===== config.mk =====
export PLATFORM = sky130hd
export DESIGN_NAME = alu32_flat
export DESIGN_NICKNAME = d
export VERILOG_FILES = /design/src/rtl/alu32_if.sv /design/src/rtl/alu32.sv /design/src/flat_wrapper.sv
export SDC_FILE = /design/constraint.sdc
export NUM_CORES = 1
export LEC_CHECK = 0
export CORE_UTILIZATION = 54
export CTS_CLUSTER_DIAMETER = 120
export CTS_CLUSTER_SIZE = 30
export DETAILED_ROUTE_END_ITERATION = 8
export PLACE_DENSITY = 0.85
export SYNTH_ARGS = -nofsm -noshare
export SYNTH_HDL_FRONTEND = slang
export SYNTH_SLANG_ARGS = --single-unit

===== constraint.sdc =====
create_clock -name clk -period 2.7 [get_ports clk]
set_clock_uncertainty 0.15 [all_clocks]
set_input_delay 0.27 -clock clk [delete_from_list [all_inputs] [get_ports clk]]
set_output_delay 0.27 -clock clk [all_outputs]
set_load 0.1 [all_outputs]

===== src/rtl/alu32_if.sv =====
// Operand/result bundle between an ALU client and alu32.
// The client drives operands and opcode; the ALU returns the registered result and flags.
interface alu32_if;
  logic [31:0] data1;
  logic [31:0] data2;
  logic [2:0]  ctrl;
  logic [31:0] out;
  logic        oCarry;
  logic        oZero;

  modport master (output data1, data2, ctrl, input  out, oCarry, oZero);
  modport slave  (input  data1, data2, ctrl, output out, oCarry, oZero);
endinterface


===== src/rtl/alu32.sv =====
// 32-bit single-cycle ALU with registered result, carry/borrow and zero flags.
// Optional macro ALU32_EXT_OPS_EN enables SLL/SRL/SLTU on opcodes 101..111.
module alu32 (
  input  logic     clk,
  input  logic     rst,
  alu32_if.slave   bus
);

  typedef enum logic [2:0] {
    OP_ADD  = 3'b000,
    OP_SUB  = 3'b001,
    OP_AND  = 3'b010,
    OP_XOR  = 3'b011,
    OP_OR   = 3'b100,
    OP_SLL  = 3'b101,
    OP_SRL  = 3'b110,
    OP_SLTU = 3'b111
  } op_e;

  logic [31:0] out_q, out_d;
  logic        carry_q, carry_d;
  logic        zero_q, zero_d;
  logic [32:0] sum33, diff33;

  // 33-bit arithmetic so bit 32 is the carry (ADD) or the unsigned borrow (SUB).
  assign sum33  = {1'b0, bus.data1} + {1'b0, bus.data2};
  assign diff33 = {1'b0, bus.data1} - {1'b0, bus.data2};

  always_comb begin
    out_d   = 32'h0;
    carry_d = 1'b0;
    case (op_e'(bus.ctrl))
      OP_ADD: begin
        out_d   = sum33[31:0];
        carry_d = sum33[32];
      end
      OP_SUB: begin
        out_d   = diff33[31:0];
        carry_d = diff33[32];
      end
      OP_AND: out_d = bus.data1 & bus.data2;
      OP_XOR: out_d = bus.data1 ^ bus.data2;
      OP_OR:  out_d = bus.data1 | bus.data2;
`ifdef ALU32_EXT_OPS_EN
      OP_SLL:  out_d = bus.data1 << bus.data2[4:0];
      OP_SRL:  out_d = bus.data1 >> bus.data2[4:0];
      OP_SLTU: out_d = {31'h0, diff33[32]};
`else
      OP_SLL, OP_SRL, OP_SLTU: out_d = 32'h0;
`endif
      default: out_d = 32'h0;
    endcase
    zero_d = (out_d == 32'h0);
  end

  always_ff @(posedge clk or posedge rst) begin
    if (rst) begin
      out_q   <= 32'h0;
      carry_q <= 1'b0;
      zero_q  <= 1'b1;
    end else begin
      out_q   <= out_d;
      carry_q <= carry_d;
      zero_q  <= zero_d;
    end
  end

  assign bus.out    = out_q;
  assign bus.oCarry = carry_q;
  assign bus.oZero  = zero_q;

endmodule


===== src/flat_wrapper.sv =====
// flat-port wrapper written by rule: the top's interface ports become plain ports
module alu32_flat 
  (clk, rst, bus_data1, bus_data2, bus_ctrl, bus_out, bus_oCarry, bus_oZero);
  alu32_if bus_i ();
  input  logic clk;
  input  logic rst;
  input wire logic [$bits(bus_i.data1)-1:0] bus_data1;
  input wire logic [$bits(bus_i.data2)-1:0] bus_data2;
  input wire logic [$bits(bus_i.ctrl)-1:0] bus_ctrl;
  output wire logic [$bits(bus_i.out)-1:0] bus_out;
  output wire logic [$bits(bus_i.oCarry)-1:0] bus_oCarry;
  output wire logic [$bits(bus_i.oZero)-1:0] bus_oZero;
  assign bus_i.data1 = bus_data1;
  assign bus_i.data2 = bus_data2;
  assign bus_i.ctrl = bus_ctrl;
  assign bus_out = bus_i.out;
  assign bus_oCarry = bus_i.oCarry;
  assign bus_oZero = bus_i.oZero;
  alu32 u_core (.clk(clk), .rst(rst), .bus(bus_i));
endmodule

==> results of run 1 <==
[per-layer routing]
layer  overflow  global-route usage, %
met1          6                   84.4
met2        272                    109
met3         12                   72.5
met4        136                   99.9
met5          3                   41.2
[Yosys cell counts, drive strengths merged, types with 13 or more instances]
cell / number
a31oi: 13
o21ai: 43
a211oi: 18
xnor2: 14
o22a: 13
o31ai: 14
clkbuf: 29
buf: 22
nand2: 37
or4: 13
mux2i: 22
nor2b: 20
o22ai: 13
nor2: 80
dfrtp: 33
inv: 98
a21oi: 59
nand3: 19
nor3: 28
ha: 97
[logic make-up after synthesis]
kind of cell | after synthesis
compound gates | 287
simple gates | 263
buf+inv | 149
fa+ha+maj | 99
flops | 34
mux | 27
xor+xnor | 15
[through the flow]
stage               std cells  hold WS, ns  setup slack (ns)
detailed placement       1430        0.641             -1.99
CTS                      1486        0.377             -1.32
global placement         1430        0.618             -1.66
floorplan                 874        0.261            -0.996
[what timing repair did]
item,in CTS
hold buffers,0
gates cloned,0
endpoints found under the setup margin,28
pin swaps,82
setup buffers,50
gates resized for setup,337
==> run summary, run 1 <==
H-tree levels = 2
Err = [ERROR GRT-0116] Global routing finished with congestion. Check the congestion regions in the DRC Viewer.
Global Route Usage Sum = 89.4%
Avg Cell Area, Syn = 7.55 um2
DIE HEIGHT = 113 um
Row cnt = 40
Post-synth ARST share = 100%
Ys Warns = 0
Mapped Area = 0.00660 mm2
Gr ovfl total = 429
Clock buffer depth = 2
Top post-synthesis cells by area = ha_1 (18%), dfrtp_1 (13%), inv_1 (5.5%)
Cell area after placement = 0.0103 mm2
Post-synthesis mux area share = 4.19%
Largest net degree at the start of global routing = 31
Yosys top cell by area = ha_1
Number of flops mapped to enable cells by yosys = 0
Post-Syn Nets = 1,042
Clk sinks = 34
Stage reached = global routing (5_1_grt)
First-pass GRT wire length = 88,300 um
Main combinational cell family by area after synthesis = compound AO/OA/AOI/OAI gates
Post-synthesis compound-gate area fraction = 31.1%
Status = aborted with a tool error
Vias in the first global route = 13,900
Root Buffer Master = clkbuf_16
Die W = 113 um
IO Port Bufs = 102
Post-Synth Adder-Cell Area = 19.0%
Dpl hpwl = 23,400 um
Top cell type's share of synthesized area = 18.4%
Mapped Cells = 874
Main flop type after synthesis = dfrtp_1
Num CTS Buffers = 5
RD Place Congestion = 1.08
Seq/Total Area, Yosys = 12.9%
Starting Density = 55.2%
Register bit total from synthesis = 34
Post-synthesis cell type count = 91
Ports = 103
Simple-gate area share of the yosys netlist = 20.5%
XOR/XNOR Fraction of Synth Area = 2.10%
==> run 2: changes to the inputs <==
--- a/config.mk
+++ b/config.mk
@@ -5,11 +5,9 @@
 export SDC_FILE = /design/constraint.sdc
 export NUM_CORES = 1
 export LEC_CHECK = 0
-export CORE_UTILIZATION = 54
-export CTS_CLUSTER_DIAMETER = 120
-export CTS_CLUSTER_SIZE = 30
+export CORE_UTILIZATION = 39
 export DETAILED_ROUTE_END_ITERATION = 8
-export PLACE_DENSITY = 0.85
+export PLACE_DENSITY_LB_ADDON = 0.15
 export SYNTH_ARGS = -nofsm -noshare
 export SYNTH_HDL_FRONTEND = slang
 export SYNTH_SLANG_ARGS = --single-unit
==> run summary, run 2 <==
Status = finished with violations
Failing checks = negative setup slack
Vias in the first global route = 8,346
Largest net degree at the start of global routing = 35
Required @ worst endpoint = 2.74 ns
Switching power = 0.00200 W
Simple-gate area share of the yosys netlist = 20.5%
Most common cell after layout, fill and taps aside = buf_4
First-pass GRT wire length = 43,100 um
Initial antenna violation count = 0
NumNets Final = 1,490
Root Buffer Master = clkbuf_16
Post-synthesis mux area share = 4.19%
Peak supply drop = 0.478 mV
Seq/Total Area, Yosys = 12.9%
XOR/XNOR Fraction of Synth Area = 2.10%
Crit path max fanout = 3
Yosys top cell by area = ha_1
Fin. Hold Viols = 0
Comb power frac = 69.3%
Crit path kind = primary input to register
Int Pwr = 0.00244 W
CP startpoint kind = primary input
IO Port Bufs = 102
Max_slew headroom = 54.1%
Layout cells sized above 1 = 49.7%
Placed cell count = 1,492
Layout area overhead = 80.1%
Ys Warns = 0
Post-CTS Hold Buffers = 0
Delay-heaviest family, CP = simple AND/OR/NAND/NOR gates
Worst slew pin tran = 0.678 ns
Post-synthesis compound-gate area fraction = 31.1%
Dpl hpwl = 21,000 um
Mapped Cells = 874
Register bit total from synthesis = 34
H-tree levels = 2
Avg Cell Area, Syn = 7.55 um2
Layout Cells excl Fill = 1,543
CP bufs+invs = 4
Ports = 103
Clock share of power = 17.2%
Total power = 0.00444 W
CP endpoint kind = register
Vias per cell = 5.59
PD cells = 373 mW/mm2
Post-Syn Nets = 1,042
Die W = 132 um
Tcrit/Tclk final = 139%
Worst min-delay path category = primary input to async pin
Number of flops mapped to enable cells by yosys = 0
Setup_tns = -5.77 ns
WP data arrival = 3.79 ns
Max Cap Violations = 0
Post-synth ARST share = 100%
FMAX = 267 MHz
Final worst slack = -1.05 ns
Final setup fails = 14
Main combinational cell family by area after synthesis = compound AO/OA/AOI/OAI gates
Core Area = 0.0166 mm2
RD Place Congestion = 0.950
Clk slew on worst S/H paths = 0.06 ns
Final Critical Period = 3.75 ns
DIE HEIGHT = 132 um
Main flop type after synthesis = dfrtp_1
Pleak = 5.63 nW
Drt pass-1 iters = 5
DR vias = 8,625
Post-Synth Adder-Cell Area = 19.0%
Num CTS Buffers = 5
Drt total wl = 27,700 um
Switching share of power = 45.0%
Gr ovfl total = 0
Clk sinks = 34
Slowest-stage cell, CP = or4b_4
Number of flip-flops in the largest register = 32
CTS tree = done
Top cell type's share of synthesized area = 18.4%
Starting Density = 39.8%
Inserted Diodes = 0
Place WS = -1.81 ns
Critical path cell sequence = buf_6 > buf_6 > ha_4 > fa_2 > a21o_1 > a221oi_2 > buf_4 > buf_12 > or3_4 > o2111ai_4 > xnor2_1 > a221o_1 > or4_1 > or4b_4 > nor4_4 > nand2_1 > nor4_2
Most frequent cells in the layout = buf_4 (395), nor2_1 (73), ha_1 (62), inv_1 (59), a21oi_1 (44)
Mapped Area = 0.00660 mm2
Count leader, synth = ha_1
Most frequent cells after synthesis = ha_1 (97), inv_1 (96), nor2_1 (80), a21oi_1 (58), o21ai_0 (39)
Crit-path max cell delay = 0.50 ns
Die area = 0.0175 mm2
Post-route ant nets = 0
Top post-synthesis cells by area = ha_1 (18%), dfrtp_1 (13%), inv_1 (5.5%)
Setup repair after global routing missed its margin = yes
CP most frequent cell = buf_6
Routed len/inst = 17.9 um
# DRC = 0
Global Route Usage Sum = 30.6%
Post-synthesis cell type count = 91
Row cnt = 47
Drt first-iter violations = 745
Clock buffer depth = 2
Sequential share of power = 13.6%
Fin Hold WS = 0.252 ns
Pins Over Slew Limit = 0
run 2: metal layers:
metal / routed length [um] / global-route usage (%) / up-vias
li1: - / - / 4103
met1: 11900 / 40.5 / 4063
met2: 12900 / 51.0 / 377
met3: 1930 / 4.92 / 82
met4: 932 / 9.37 / 0
met5: 0 / 0 / -
run 2: worst max path at each step:
stage / startpoint / end / slack [ns] / depth (start not counted)
5_1_grt: bus_data1[0] / u_core.bus.oZero$_DFF_PP1_ / -1.19 / 17
3_3_place_gp: bus_data2[0] / u_core.bus.oZero$_DFF_PP1_ / -1.69 / 15
6_report: bus_data1[0] / u_core.bus.oZero$_DFF_PP1_ / -1.05 / 17
3_5_place_dp: bus_data1[0] / u_core.bus.oZero$_DFF_PP1_ / -1.81 / 16
2_1_floorplan: bus_data1[0] / u_core.bus.oZero$_DFF_PP1_ / -1.0 / 15
4_1_cts: bus_data1[0] / u_core.bus.oZero$_DFF_PP1_ / -1.26 / 17
run 2: power by group through the flow:
stage	Sequential (W)	Combinational [W]	Clock, W
3_3_place_gp	0.000610	0.00260	0
5_1_grt	0.000606	0.00324	0.000788
4_1_cts	0.000601	0.00288	0.000763
3_5_place_dp	0.000610	0.00262	0
2_1_floorplan	0.00111	0.000991	0
6_report	0.000602	0.00307	0.000762
run 2: cell type report:
class / instances / area [um2]
Multi-Input combinational cell: 691 / 6190
Fill cell: 1291 / 4690
Timing Repair Buffer: 492 / 3960
Sequential cell: 34 / 852
Inverter: 98 / 420
Tap cell: 220 / 275
Clock buffer: 5 / 125
Clock inverter: 3 / 68.8
run 2: stage by stage:
step                utilization [%]  cell area [um2]
global placement               62.3            10300
CTS                            69.1            11500
finish                         71.7            11900
global route                   71.7            11900
detailed placement             62.3            10300
floorplan                         -             6810
run 2: kinds of logic (layout without fill, tap and decap cells):
family          after synthesis  count (layout)
buf+inv                     149             598
fa+ha+maj                    99              99
xor+xnor                     15              15
compound gates              287             287
mux                          27              27
flops                        34              34
simple gates                263             263
run 2: what timing repair did:
action | CTS | global route
pin swaps | 88 | 53
endpoints found under the setup margin | 28 | 22
resized for setup | 293 | 79
setup buffers | 33 | 13
Note: power is estimated with default switching activity, not from simulation.
==> run 3: changes to the inputs <==
--- a/config.mk
+++ b/config.mk
@@ -5,6 +5,7 @@
 export SDC_FILE = /design/constraint.sdc
 export NUM_CORES = 1
 export LEC_CHECK = 0
+export CAP_MARGIN = 25
 export CORE_UTILIZATION = 39
 export DETAILED_ROUTE_END_ITERATION = 8
 export PLACE_DENSITY_LB_ADDON = 0.15
==> results of run 3 <==
No change in the layout: final DEF, timing and power equal those of run 2.
==> variant, RTL diff (config.mk and constraints of run 2) <==
Reset style: synchronous (`rst`), changed in one clocked block.
--- a/src/rtl/alu32.sv
+++ b/src/rtl/alu32.sv
@@ -53,7 +53,7 @@
     zero_d = (out_d == 32'h0);
   end
 
-  always_ff @(posedge clk or posedge rst) begin
+  always_ff @(posedge clk) begin
     if (rst) begin
       out_q   <= 32'h0;
       carry_q <= 1'b0;
Check against the original RTL: differs if rst is asserted again (counterexample within 4 cycles, from zero or initial values and one cycle with rst high); with rst held inactive, the same outputs for 10 cycles.
==> variant against run 2 <==
  * The flow still finishes with violations (negative setup slack)
  * Critical endpoint is now u_core.bus.oZero
  * Total power fell by 8.1%
  * Critical path depth is 1 lower
  * Synthesized area down 7.0%
  * Setup slack improved by 0.46 ns
  * Sequential cell count unchanged
  * Final cell count down 1.4%
  * Largest power group unchanged
  * Wire length fell by 0.49%
  * Final area fell by 2.0%
==> variant: results (changes against run 2) <==
- Layout cells sized above 1: 0.518 (was 0.497)
- Syn nets: 1,025 (was 1,042)
- Hold path startpoint: bus_ctrl[0]
- Post-synth top flop: dfxtp_1 (was dfrtp_1)
- Tot GR Track Use: 0.328 (was 0.306)
- Final setup margin: -0.587 ns (was -1.05 ns)
- Root Driver: clkbuf_16 (unchanged)
- Max rail drop VDD: 0.334 mV (was 0.478 mV)
- Ys async rst share: 0 (was 1.00)
- Worst setup path start: bus_data2[1] (was bus_data1[0])
- Number of synthesis warnings: 0 (unchanged)
- Largest net degree at the start of global routing: 16 (was 35)
- PortBufs: 102 (unchanged)
- Via density: 5.62 (was 5.59)
- Total CTS buffers: 5 (unchanged)
- Final net count: 1,477 (was 1,490)
- Setup violators final: 16 (was 14)
- DP Area: 9880 um2 (was 10,300 um2)
- Reg clk slew, reported paths: 0.06 ns (about the same)
- Ant diodes: 0 (unchanged)
- GPL Wtd Cong: 0.979 (was 0.950)
- Drt pass-1 iters: 5 (unchanged)
- Max reg flops: 32 (unchanged)
- Max clock buf depth: 2 (unchanged)
- Synth area leaders: ha_1 (20%), dfxtp_1 (11%), a21oi_1 (6.4%) (was ha_1 (18%), dfrtp_1 (13%), inv_1 (5.5%))
- Initial drt markers: 653 (was 745)
- Worst-path maximum fanout: 3 (unchanged)
- P_leak: 5.41 nW (was 5.63 nW)
- Hold Crit Class: in -> reg (was in -> async)
- Most common library cells after synthesis: ha_1 (97), nor2_1 (93), inv_1 (92) (was ha_1 (97), inv_1 (96), nor2_1 (80))
- Hpwl dp: 20.8 mm (was 21.0 mm)
- Final TNS setup: -4.01 ns (was -5.77 ns)
- Worst slew pin tran: 0.576 ns (was 0.678 ns)
- First-pass GRT wire length: 42.7 mm (was 43.1 mm)
- H-tree Lvls: 2 (unchanged)
- Cell class contributing the biggest share of worst-path delay: compound AO/OA/AOI/OAI gates (was simple AND/OR/NAND/NOR gates)
- Initial antenna violation count: 0 (unchanged)
- Drt wl/cell: 18.1 um (was 17.9 um)
- CP max-delay cell: or4_4 (was or4b_4)
- Sequential share of the synthesized area: 0.111 (was 0.129)
- Critical Path Max Stage Delay: 0.51 ns
- Failing checks: negative setup slack (unchanged)
- Synth cell types: 73 (was 91)
- Vias in the first global route: 8,386 (was 8,346)
- Status: complete, but fails checks (unchanged)
[variant: cells by family (layout without fill, tap and decap cells)]
logic type / Yosys count / after routing / synth area share
compound gates: 290 / 290 / 0.327
xor+xnor: 27 / 27 / 0.0385
mux: 25 / 25 / 0.0430
buf+inv: 147 / 600 / 0.0937
flops: 34 / 34 / 0.111
simple gates: 235 / 235 / 0.183
fa+ha+maj: 99 / 99 / 0.204
[variant: power by group]
group | internal, mW | switching [mW] | total [mW]
clock network | 0.366 | 0.219 | 0.584
registers | 0.547 | 0.0134 | 0.561
logic | 1.34 | 1.59 | 2.93
total | 2.25 | 1.82 | 4.08
[variant: layer usage]
| metal | up-vias | global-route usage | part of all wire |
|---|---|---|---|
| li1 | 4005 | - | - |
| met4 | 0 | 0.154 | 0.049 |
| met1 | 3978 | 0.410 | 0.41 |
| met5 | - | 0 | 0 |
| met3 | 133 | 0.0423 | 0.065 |
| met2 | 429 | 0.557 | 0.48 |
[variant: what timing repair did]
| item | 4_1_cts | 5_1_grt |
|---|---|---|
| endpoints found under the setup margin | 27 | 25 |
| gates resized for setup | 278 | 87 |
| pin swaps | 99 | 80 |
| buffers inserted | 37 | 27 |
| cloned | 0 | 0 |
| hold buffers | 0 | 0 |
[variant: area by class of cell]
type                       instances  area [um2]
tap                              211         264
fill                            1171        3600
clock buffer                       7         143
timing repair buffer             500        4040
multi-input combinational        676        6150
clock inverter                     1        5.00
sequential                        34         681
inverter                          92         370
[variant: worst paths after layout]
check / slack, ns / to / cells past startpoint
max: -0.59 / u_core.bus.oZero / 16
min: 0.50 / u_core.bus.oCarry / 3
[variant: per-stage QoR]
stage | std cells | setup slack [ns] | hold slack (ns)
floorplan | 857 | -0.356 | 0.387
global route | 1521 | -0.689 | 0.534
CTS | 1495 | -0.665 | 0.493
detailed placement | 1460 | -1.36 | 0.615
global placement | 1460 | -1.33 | 0.615
finish | 1521 | -0.587 | 0.497
